<file path="config.mk">
export PLATFORM = sky130hd
export DESIGN_NAME = io_bus_ctrl
export DESIGN_NICKNAME = d
export VERILOG_FILES = /design/src/rtl/io_bus_ctrl.sv
export SDC_FILE = /design/constraint.sdc
export NUM_CORES = 1
export LEC_CHECK = 0
export CAP_MARGIN = 10
export CORE_UTILIZATION = 34
export DETAILED_ROUTE_END_ITERATION = 8
export PLACE_DENSITY = 0.77
export SYNTH_ARGS = -nofsm -noshare
export SYNTH_HDL_FRONTEND = slang
export SYNTH_SLANG_ARGS = --single-unit
</file>
<file path="constraint.sdc">
create_clock -name clk -period 2.5 [get_ports clk]
set_clock_uncertainty 0.15 [all_clocks]
set_input_delay 0.625 -clock clk [delete_from_list [all_inputs] [get_ports clk]]
set_output_delay 0.625 -clock clk [all_outputs]
set_load 0.05 [all_outputs]
</file>
<file path="src/rtl/io_bus_ctrl.sv">
// Memory-mapped I/O controller: decodes a strided channel window, checks per-channel
// read/write permission and runs a registered select/ack handshake with a timeout.
module io_bus_ctrl #(
  parameter int              N_CH        = 4,
  parameter logic [31:0]     BASE        = 32'h1001_0000,
  parameter int              STRIDE_LOG2 = 4,
  parameter logic [N_CH-1:0] CH_WR       = 4'b1101,
  parameter logic [N_CH-1:0] CH_RD       = 4'b1110,
  parameter int              TIMEOUT     = 15
) (
  input  logic                 clk,
  input  logic                 rst_n,
  input  logic [31:0]          addr,
  input  logic                 cs,
  input  logic                 sig_w,
  input  logic                 sig_r,
  input  logic [31:0]          wdata,
  output logic [31:0]          rdata,
  output logic                 ready,
  output logic                 err,
  output logic [N_CH-1:0]      dev_cs,
  output logic                 dev_we,
  output logic                 dev_re,
  output logic [31:0]          dev_wdata,
  input  logic [32*N_CH-1:0]   dev_rdata,
  input  logic [N_CH-1:0]      dev_ack
);

  localparam int          CH_W       = (N_CH > 1) ? $clog2(N_CH) : 1;
  localparam logic [31:0] SPAN       = 32'(N_CH) << STRIDE_LOG2;
  localparam logic [31:0] ALIGN_MASK = (32'd1 << STRIDE_LOG2) - 32'd1;
  localparam logic [7:0]  TO_LIM     = 8'(TIMEOUT);

  localparam logic [1:0] ST_IDLE   = 2'd0;
  localparam logic [1:0] ST_ACCESS = 2'd1;
  localparam logic [1:0] ST_DONE   = 2'd2;

  logic [1:0]      state;
  logic [CH_W-1:0] ch_q;
  logic [7:0]      cnt;

  logic [31:0]     off;
  logic            hit;
  logic            allowed;
  logic            req;
  logic            legal;
  logic [CH_W-1:0] ch_dec;
  logic [31:0]     dev_rd_arr [N_CH];

  function automatic logic [N_CH-1:0] onehot(input logic [CH_W-1:0] c);
    logic [N_CH-1:0] oh;
    for (int i = 0; i < N_CH; i++) begin
      oh[i] = (c == CH_W'(i));
    end
    return oh;
  endfunction

  for (genvar g = 0; g < N_CH; g++) begin : g_slice
    assign dev_rd_arr[g] = dev_rdata[32*g +: 32];
  end

  // Addresses below BASE wrap to a huge offset and fall outside SPAN.
  always_comb begin
    off     = addr - BASE;
    hit     = (off < SPAN) && ((off & ALIGN_MASK) == 32'd0);
    ch_dec  = CH_W'(off >> STRIDE_LOG2);
    allowed = hit && (sig_w ? CH_WR[ch_dec] : CH_RD[ch_dec]);
    req     = cs && (sig_w || sig_r);
    legal   = req && !(sig_w && sig_r) && allowed;
  end

  always_ff @(posedge clk) begin
    if (!rst_n) begin
      state     <= ST_IDLE;
      ch_q      <= '0;
      cnt       <= '0;
      rdata     <= '0;
      ready     <= 1'b0;
      err       <= 1'b0;
      dev_cs    <= '0;
      dev_we    <= 1'b0;
      dev_re    <= 1'b0;
      dev_wdata <= '0;
    end else begin
      ready <= 1'b0;
      case (state)
        ST_IDLE: begin
          if (legal) begin
            state     <= ST_ACCESS;
            ch_q      <= ch_dec;
            cnt       <= '0;
            dev_cs    <= onehot(ch_dec);
            dev_we    <= sig_w;
            dev_re    <= sig_r;
            dev_wdata <= wdata;
          end else if (req) begin
            state <= ST_DONE;
            ready <= 1'b1;
            err   <= 1'b1;
            rdata <= '0;
          end
        end
        ST_ACCESS: begin
          // Ack is tested before the limit so an ack on the final count wins.
          if (dev_ack[ch_q]) begin
            state  <= ST_DONE;
            ready  <= 1'b1;
            err    <= 1'b0;
            rdata  <= dev_re ? dev_rd_arr[ch_q] : '0;
            dev_cs <= '0;
            dev_we <= 1'b0;
            dev_re <= 1'b0;
          end else if (cnt == TO_LIM) begin
            state  <= ST_DONE;
            ready  <= 1'b1;
            err    <= 1'b1;
            rdata  <= '0;
            dev_cs <= '0;
            dev_we <= 1'b0;
            dev_re <= 1'b0;
          end else begin
            cnt <= cnt + 8'd1;
          end
        end
        ST_DONE: state <= ST_IDLE;
        default: state <= ST_IDLE;
      endcase
    end
  end

endmodule

</file>
After elaboration in Yosys (flattened, before gate mapping)
Cells that the tools add are included.
{ "op_classes": {"eq_ne": 12, "n_mux": 45, "magnitude_cmp": 4, "n_reduce_logical": 17, "n_addsub": 2, "bitwise": 1} }
{ "op_table": {"columns": ["op", "count"], "rows": [
  ["$mux W32", 7],
  ["$bmux W32 S2", 1],
  ["$pmux W32 S2", 1],
  ["$logic_not A32 Y1", 1],
  ["$lt A32 B7 Y1 const B", 1],
  ["$sub A32 B29 Y32 const B", 1],
  ["$mux W8", 3],
  ["$mux W1", 16],
  ["$pmux W8 S2", 1],
  ["$mux W4", 3],
  ["$ne A2 B2 Y1 const B", 5],
  ["$add A8 B1 Y8 const B", 1],
  ["$eq A8 B4 Y1 const B", 1],
  ["$mux W2", 4],
  ["$pmux W1 S2", 4],
  ["$pmux W4 S2", 1],
  ["$reduce_and A4 Y1", 2],
  ["$bmux W1 S2", 3],
  ["$logic_and A1 B1 Y1", 6],
  ["$lt A2 B3 Y1 const B", 2],
  ["$ne A3 B3 Y1 const B", 2],
  ["$eq A2 B1 Y1 const B", 2],
  ["$eq A2 B2 Y1 const B", 2],
  ["$logic_not A2 Y1", 2],
  ["8 further kinds", 9]
]} }
{ "totals": {"ff_bits": 84, "elab_cells": 91, "inputBits": 201, "out_inout_bits": 72} }

Longest topological paths before layout
Gate-level depths: netlist of the first run.
{ "logic_depth": {"ltp_word": 8, "mapped_depth": 8, "depth_no_buf": 6} }

Worst setup path before layout of the first run
No wires, ideal clock.
{ "synth_timing": {"kind": "input port to flip-flop", "startpoint": "input port addr[23]", "endpoint": "register dev_wdata[25]", "required_time_ps": 2218, "n_path_buf": 3, "slack_ps": 1, "stages": 8, "arrival_ps": 2217, "setup_ps": 132, "path_cell_list": "or4_4 > or3_1 > and4_1 > buf_2 > buf_6 > buf_6 > nand3_1 > a21oi_1"} }
{ "synth_between": {"elab_chain_cells": 6} }
{ "synth_rtl": {"columns": ["item", "line_no", "rtl"], "rows": [
  ["start: declaration", "13", "input logic [31:0] addr,"],
  ["$sub A32 B29 Y32", "64", "off = addr - BASE;"],
  ["$lt A32 B7 Y1", "65", "hit = (off < SPAN) && ((off & ALIGN_MASK) == 32'd0);"],
  ["$logic_and A1 B1 Y1", "65", null],
  ["$logic_and A1 B1 Y1", "67", "allowed = hit && (sig_w ? CH_WR[ch_dec] : CH_RD[ch_dec]);"],
  ["$logic_and A1 B1 Y1", "69", "legal = req && !(sig_w && sig_r) && allowed;"],
  ["$reduce_and A2 Y1 (no source line)", null, null],
  ["end signal: assignment", "95", "dev_wdata <= wdata;"],
  ["end: declaration", "24", "output logic [31:0] dev_wdata,"]
]} }
Every way passes these cells.
A chain may end at the register's enable or synchronous reset.

Final worst setup path of the first run
{ "layout_timing": {"startpoint": "input port sig_r", "endpoint": "register dev_cs[0]"} }
{ "layout_between": {"elab_chain_cells": 6, "word_cells_on_any_way": 8, "cone_classes": "1 x eq/ne; 7 x reduce/logical"} }
{ "layout_rtl": {"columns": ["item", "line_no", "rtl"], "rows": [
  ["start: declaration", "16", "input logic sig_r,"],
  ["$logic_or A1 B1 Y1 or $logic_and A1 B1 Y1 (tied branches)", "68, 69", null],
  ["$logic_and A1 B1 Y1 or $logic_not A1 Y1 (tied branches)", "68, 69", null],
  ["$logic_and A1 B1 Y1 * (2 in a row)", "69", null],
  ["$ne A2 B2 Y1 (no source line) *", null, null],
  ["$reduce_and A3 Y1 (no source line) *", null, null],
  ["end signal: assignment", "92", "dev_cs <= onehot(ch_dec);"],
  ["end: declaration", "21", "output logic [N_CH-1:0] dev_cs,"]
]} }
Every way passes the cells marked *; elsewhere a longest branch is shown, timed or not.

==> results.ini, run 1 <==
[outcome]
status=completed

[final_layout]
final_nets=978
area_growth_pct=79.6
fin_area_sq_um=8140
final_core_util_pct=63.5
diodes=0
drive_above_1_share_pct=14.4
nFillCells=1036

[logic_synthesis]
yosysSeqAreaShare_pct=37.1
syn_area_sq_um=4530
synthAdderAreaFrac_pct=0.276
ys_seq_elements=84
yosysTopAreaCell=dfxtp_1
muxShareOfSynthArea_pct=17.3
synth_simple_gate_area_share_pct=18.7
syn_inst=491
synth_common_cells=dfxtp_1, o21ai_0, nand2_1
syn_nets=693
synth-main-ff-cell=dfxtp_1
synth-edff-count=0
yosys.area.top_type_share_pct=37.1
syn_area_per_cell_sq_um=9.23
async_flop_share_pct=0
ys_types=45
synth_xor_area_share_pct=1.74
synth_compound_area_share_pct=19.7
ys_warn_count=0
synthTopCellsByArea=dfxtp_1, mux4_2, o21ai_0
yosys.cell_count.top_type=dfxtp_1
synth_top_family_by_area=compound AO/OA/AOI/OAI gates

[worst_setup_path]
critPathSlowestCell=clkdlybuf4s50_1
start_kind=primary input
cp-end-kind=flip-flop
crit_required_ns=2.62
cp_top_family=buffers and inverters
critPathBufInv=3
critical-path-max-stage-delay_ns=0.58
worstPathArrival_ns=2.58
criticalPathCategory=in2reg
worstPathMaxFanout=5
path_cells=clkdlybuf4s50_1 -> buf_4 -> o21ai_1 -> nor3_4 -> nand4_1 -> buf_6 -> or4_4 -> a21oi_2

[pwr]
power.leakage_nw=2.78
ir_worst_vdd_mv=0.242
switchingPower_mw=0.669
internal_power_mw=2.56
power_frac_seq_pct=41.6
power_frac_clock_pct=42.4
power_mw=3.23
comb_power_share_pct=16.0
p_sw_share_pct=20.7
p_per_area_nw_per_um2=397

[drt]
drt_wl_total_um=17100
num_vias=5137
route.detailed.drc=0
dr.pass1.iters=4
post_drt_wl_per_cell_um=18.0
vias_per_cell=5.40
ant_nets=0
drtIter0Drc=314

[clock_tree]
cts_root_buf=clkbuf_16
cts_max_level=3
clock-sinks=84
worstSkewPairLatency_ns=0.34
cts_buffers=9
ctsHoldBuffers=0
path_clk_slew_ns=0.06
cts_tree=done
cts_buffer_depth=2

[place]
dp_hpwl_um=12500
gp_congestion=0.843
io_buffer_count=272
placedInstanceArea_sq_um=7610
post-place-ws_ns=-0.561

[global_routing]
grt_pass1_wl_um=26500
antenna_found_initial=0
grt.total_usage_pct=24.2
gr-total-overflow=0
grt_max_degree=41
grt_pass1_vias=5380

[sta]
period_share_pct=98.4
period_minus_slack_ns=2.46
slew_headroom_pct=61.3
worst_slack_ns=0.0402
tightest_slew_ns=0.579
slew_violations=0
finalSetupViolCount=0
hold_viol_final=0
timing.hold.ws_ns=0.315
max_freq_ghz=0.407

[die]
num_rows=41
dieArea_sq_um=13800
die_x_um=117
start_util_pct=35.3
die_y_um=117
design.core.area_sq_um=12800
pin_count=273

[hold_path]
hold_class=reg2reg

[job]
max-cap-violations=0

-- cells in the final DEF (no fill, tap or decap), types with 10 or more instances in the layout --
cell type / netlist / layout
nor2b_1: 33 / 33
clkdlybuf4s50_1: 0 / 264
dfxtp_1: 84 / 82
o21ai_0: 46 / 38
nand2_1: 40 / 40
nand3_1: 39 / 39
a21oi_1: 39 / 38
buf_4: 6 / 30
clkbuf_16: 0 / 12
o21ai_1: 23 / 31
a31oi_1: 32 / 32
buf_12: 0 / 10
mux4_2: 33 / 33
-- final timing paths --
check | startpoint | to | slack [ns] | cells after the start
worst max-delay path | sig_r | dev_cs[0]$_SDFFE_PN0P_ | 0.04 | 8
worst min-delay path | rdata[16]$_SDFFE_PN0P_ | rdata[16]$_SDFFE_PN0P_ | 0.32 | 2
worst max register to register | ch_q[0]$_SDFFE_PN0P_ | rdata[1]$_SDFFE_PN0P_ | 0.35 | 7
worst min register to register | rdata[16]$_SDFFE_PN0P_ | rdata[16]$_SDFFE_PN0P_ | 0.32 | 2
-- kinds of logic (layout without fill, tap and decap cells) --
logic type / Yosys count / count (layout)
compound gates: 156 / 156
simple gates: 156 / 156
flops: 84 / 84
mux: 37 / 37
xor+xnor: 9 / 9
buf+inv: 48 / 337
fa+ha+maj: 1 / 1
-- power groups by stage --
stage | registers [mW] | clock network [mW] | logic, mW
global placement | 1.37 | 0 | 0.487
global route | 1.34 | 1.45 | 0.542
finish | 1.34 | 1.37 | 0.516
CTS | 1.34 | 1.40 | 0.499
floorplan | 1.38 | 0 | 0.107
detailed placement | 1.37 | 0 | 0.496
-- area by class of cell --
cell class | count | area, sq um | share of cell area (%)
clock buffers | 14 | 274 | 3.37
clock inverters | 1 | 30.0 | 0.369
inverters | 1 | 3.75 | 0.0461
multi-input cells | 359 | 2650 | 32.5
flip-flops and latches | 84 | 1680 | 20.7
well taps | 172 | 215 | 2.64
repair buffers | 321 | 3280 | 40.3
-- sequential cells by signal, indices dropped and copies added (netlist names), 2 cells and up --
| name | cells |
|---|---|
| rdata | 32 |
| dev_wdata | 32 |
| ch_q | 2 |
| cnt | 8 |
| state | 2 |
| dev_cs | 4 |
-- repair_timing --
action                                  in CTS  in global routing
gates cloned                                 2                  3
endpoints found under the setup margin      82                 50
setup buffers                                4                  3
gates resized for setup                     17                 18
pin swaps                                   10                  7
-- per-stage QoR --
step	cells	setup TNS (ns)
2_1_floorplan	491	0
3_3_place_gp	925	-33.06
3_5_place_dp	925	-38.28
4_1_cts	946	0
5_1_grt	952	-0.0198
6_report	952	0
-- worst register-to-register path: cells and delay by family, from the launching register on --
| family | cells | cell delay [ns] |
|---|---|---|
| AND/OR/NAND/NOR | 1 | 0.07 |
| multiplexers | 1 | 0.61 |
| AO/OA/AOI/OAI | 3 | 0.55 |
| flip-flops | 1 | 0.39 |
| buffers and inverters | 2 | 0.30 |
-- layer usage --
metal / vias up / routed length, um / share of wire [%] / track usage [%]
met3: 48 / 1600 / 9.4 / 7.78
met1: 2411 / 6290 / 37 / 24.7
met4: 0 / 554 / 3.2 / 13.0
met2: 267 / 8670 / 51 / 43.6
met5: - / 0 / 0 / 0
li1: 2411 / - / - / -
Note: power is estimated with default switching activity, not from simulation.
==> run 2, diff against run 1 <==
MAX_ROUTING_LAYER = met4   (was unset)
PLACE_DENSITY = 0.74   (was 0.77)
==> run 2 against run 1 <==
  * Critical path depth is 1 higher
  * Register-to-register slack better by 0.08 ns
  * Maximum frequency is 0.81% higher
==> results.ini, run 2 (synthesis results as in run 1) <==
[place]
placedInstanceArea_sq_um=7640  ; was 7610 sq um
dp_hpwl_um=12900  ; was 12,500 um
post-place-ws_ns=-0.576  ; was -0.561 ns
io_buffer_count=272  ; unchanged
dp_cells=930  ; was 925
gp_congestion=0.862  ; was 0.843

[die]
pin_count=273  ; unchanged
num_rows=41  ; unchanged
start_util_pct=35.3  ; unchanged
die_x_um=117  ; unchanged
die_y_um=117  ; unchanged
design.core.area_sq_um=12800  ; unchanged
dieArea_sq_um=13800  ; unchanged

[worst_setup_path]
crit_required_ns=2.62  ; about the same
worstPathMaxFanout=15  ; was 5
criticalPathCategory=in2reg  ; unchanged
start_kind=primary input  ; unchanged
r2r-start=ch_q[0]$_SDFFE_PN0P_  ; unchanged
reg2regPathDepth=6  ; was 7
crit-reg2reg-capture=rdata[26]$_SDFFE_PN0P_  ; was rdata[1]$_SDFFE_PN0P_
reg2reg_setup_slack_ns=0.43  ; was 0.35 ns
startpoint=sig_r  ; unchanged
cp-end-kind=flip-flop  ; unchanged
crit_end=dev_wdata[13]$_SDFFE_PN0P_  ; was dev_cs[0]$_SDFFE_PN0P_
worstPathArrival_ns=2.56  ; was 2.58 ns

[drt]
num_vias=5097  ; was 5,137
ant_nets=0  ; unchanged
drtIter0Drc=448  ; was 314
vias_per_cell=5.34  ; was 5.40
drt_wl_total_um=17600  ; was 17,100 um
post_drt_wl_per_cell_um=18.4  ; was 18.0 um
dr.pass1.iters=5  ; was 4
route.detailed.drc=0  ; unchanged

[final_layout]
diodes=0  ; unchanged
multi_input_area_sq_um=2690  ; was 2650 sq um
fin_cells=955  ; was 952
fin_area_sq_um=8170  ; was 8140 sq um
final_common_cell=clkdlybuf4s50_1  ; unchanged
area_growth_pct=80.4  ; was 79.6%
final-seq-area_sq_um=1680  ; unchanged
final_nets=980  ; was 978
final_cell_mix=clkdlybuf4s50_1, dfxtp_1, nand2_1  ; unchanged
final_core_util_pct=63.7  ; was 63.5%
largestRegisters=dev_wdata x32, rdata x32, cnt x8  ; unchanged
drive_above_1_share_pct=15.6  ; was 14.4%
nFillCells=1030  ; was 1,036

[sta]
worst_slack_ns=0.0600  ; was 0.0402 ns
slew_headroom_pct=61.7  ; was 61.3%
slew_violations=0  ; unchanged
period_share_pct=97.6  ; was 98.4%
period_minus_slack_ns=2.44  ; was 2.46 ns
max_freq_ghz=0.410  ; was 0.407 GHz
hold_viol_final=0  ; unchanged
finalSetupViolCount=0  ; unchanged
tightest_slew_ns=0.572  ; was 0.579 ns

[global_routing]
gr-total-overflow=0  ; unchanged
grt_pass1_vias=5182  ; was 5,380
grt_pass1_wl_um=26700  ; was 26,500 um
grt.total_usage_pct=25.4  ; was 24.2%
grt_max_degree=53  ; was 41
antenna_found_initial=0  ; unchanged

[hold_path]
hold_class=reg2reg  ; unchanged
hold_depth=2  ; unchanged

[pwr]
p_per_area_nw_per_um2=385  ; was 397 nW/um^2
power.leakage_nw=2.83  ; was 2.78 nW
ir_worst_vdd_mv=0.363  ; was 0.242 mV
power_mw=3.15  ; was 3.23 mW

[clock_tree]
cts_root_buf=clkbuf_16  ; unchanged
cts_buffer_depth=2  ; unchanged
cts_max_level=3  ; unchanged
cts_buffers=9  ; unchanged
ctsHoldBuffers=0  ; unchanged
cts_tree=done  ; unchanged
worstSkewPairLatency_ns=0.34  ; about the same
clock-sinks=84  ; unchanged
path_clk_slew_ns=0.06  ; about the same

[job]
max-cap-violations=0  ; unchanged

[outcome]
status=completed  ; unchanged

-- run 2: what timing repair did --
item / in CTS / in global routing
cloned: 2 / 4
resized for setup: 13 / 36
buffers inserted: 1 / 2
endpoints found under the setup margin: 83 / 83
pin swaps: 6 / 23
-- run 2: how the worst min path moves through the flow --
stage | start | end | slack (ns)
after floorplan | cnt[1]$_SDFFE_PN0P_ | cnt[1]$_SDFFE_PN0P_ | 0.33
after CTS | rdata[21]$_SDFFE_PN0P_ | rdata[21]$_SDFFE_PN0P_ | 0.32
after global placement | rdata[22]$_SDFFE_PN0P_ | rdata[22]$_SDFFE_PN0P_ | 0.30
final | rdata[14]$_SDFFE_PN0P_ | rdata[14]$_SDFFE_PN0P_ | 0.32
after detailed placement | rdata[31]$_SDFFE_PN0P_ | rdata[31]$_SDFFE_PN0P_ | 0.31
after global routing | rdata[13]$_SDFFE_PN0P_ | rdata[13]$_SDFFE_PN0P_ | 0.34
-- run 2: layer usage --
metal  track usage (%)  vias up  wire, um
met5                 -        -         0
met4              9.90        0       471
li1                  -     2414         -
met2              43.9      248      8920
met3              7.00       30      1380
met1              27.5     2405      6790
-- run 2: report_power, final --
part	total [mW]	internal, mW	switching, mW
registers	1.35	1.34	0.00321
clock network	1.30	0.765	0.540
logic	0.499	0.356	0.143
total	3.15	2.46	0.686
-- run 2: worst max-delay path: stages --
cell and delay, ns:
clkdlybuf4s50_1 0.56, buf_4 0.14, o21ai_0 0.17, nor3_2 0.20
and4_1 0.26, buf_12 0.17, buf_4 0.15, nand3_1 0.10
a21oi_1 0.16
-- run 2: final cells by class --
cell class / count / area share, %
Inverter: 1 / 0.0459
Tap cell: 172 / 2.63
Timing Repair Buffer: 323 / 40.3
Sequential cell: 84 / 20.6
Multi-Input combinational cell: 359 / 32.9
Clock inverter: 6 / 0.674
Clock buffer: 10 / 2.80
-- run 2: through the flow --
step / TNS [ns] / hold WS (ns)
floorplan: 0 / 0.327
global placement: -35.46 / 0.301
detailed placement: -39.62 / 0.309
CTS: -0.0788 / 0.319
global route: -0.0359 / 0.338
finish: 0 / 0.316
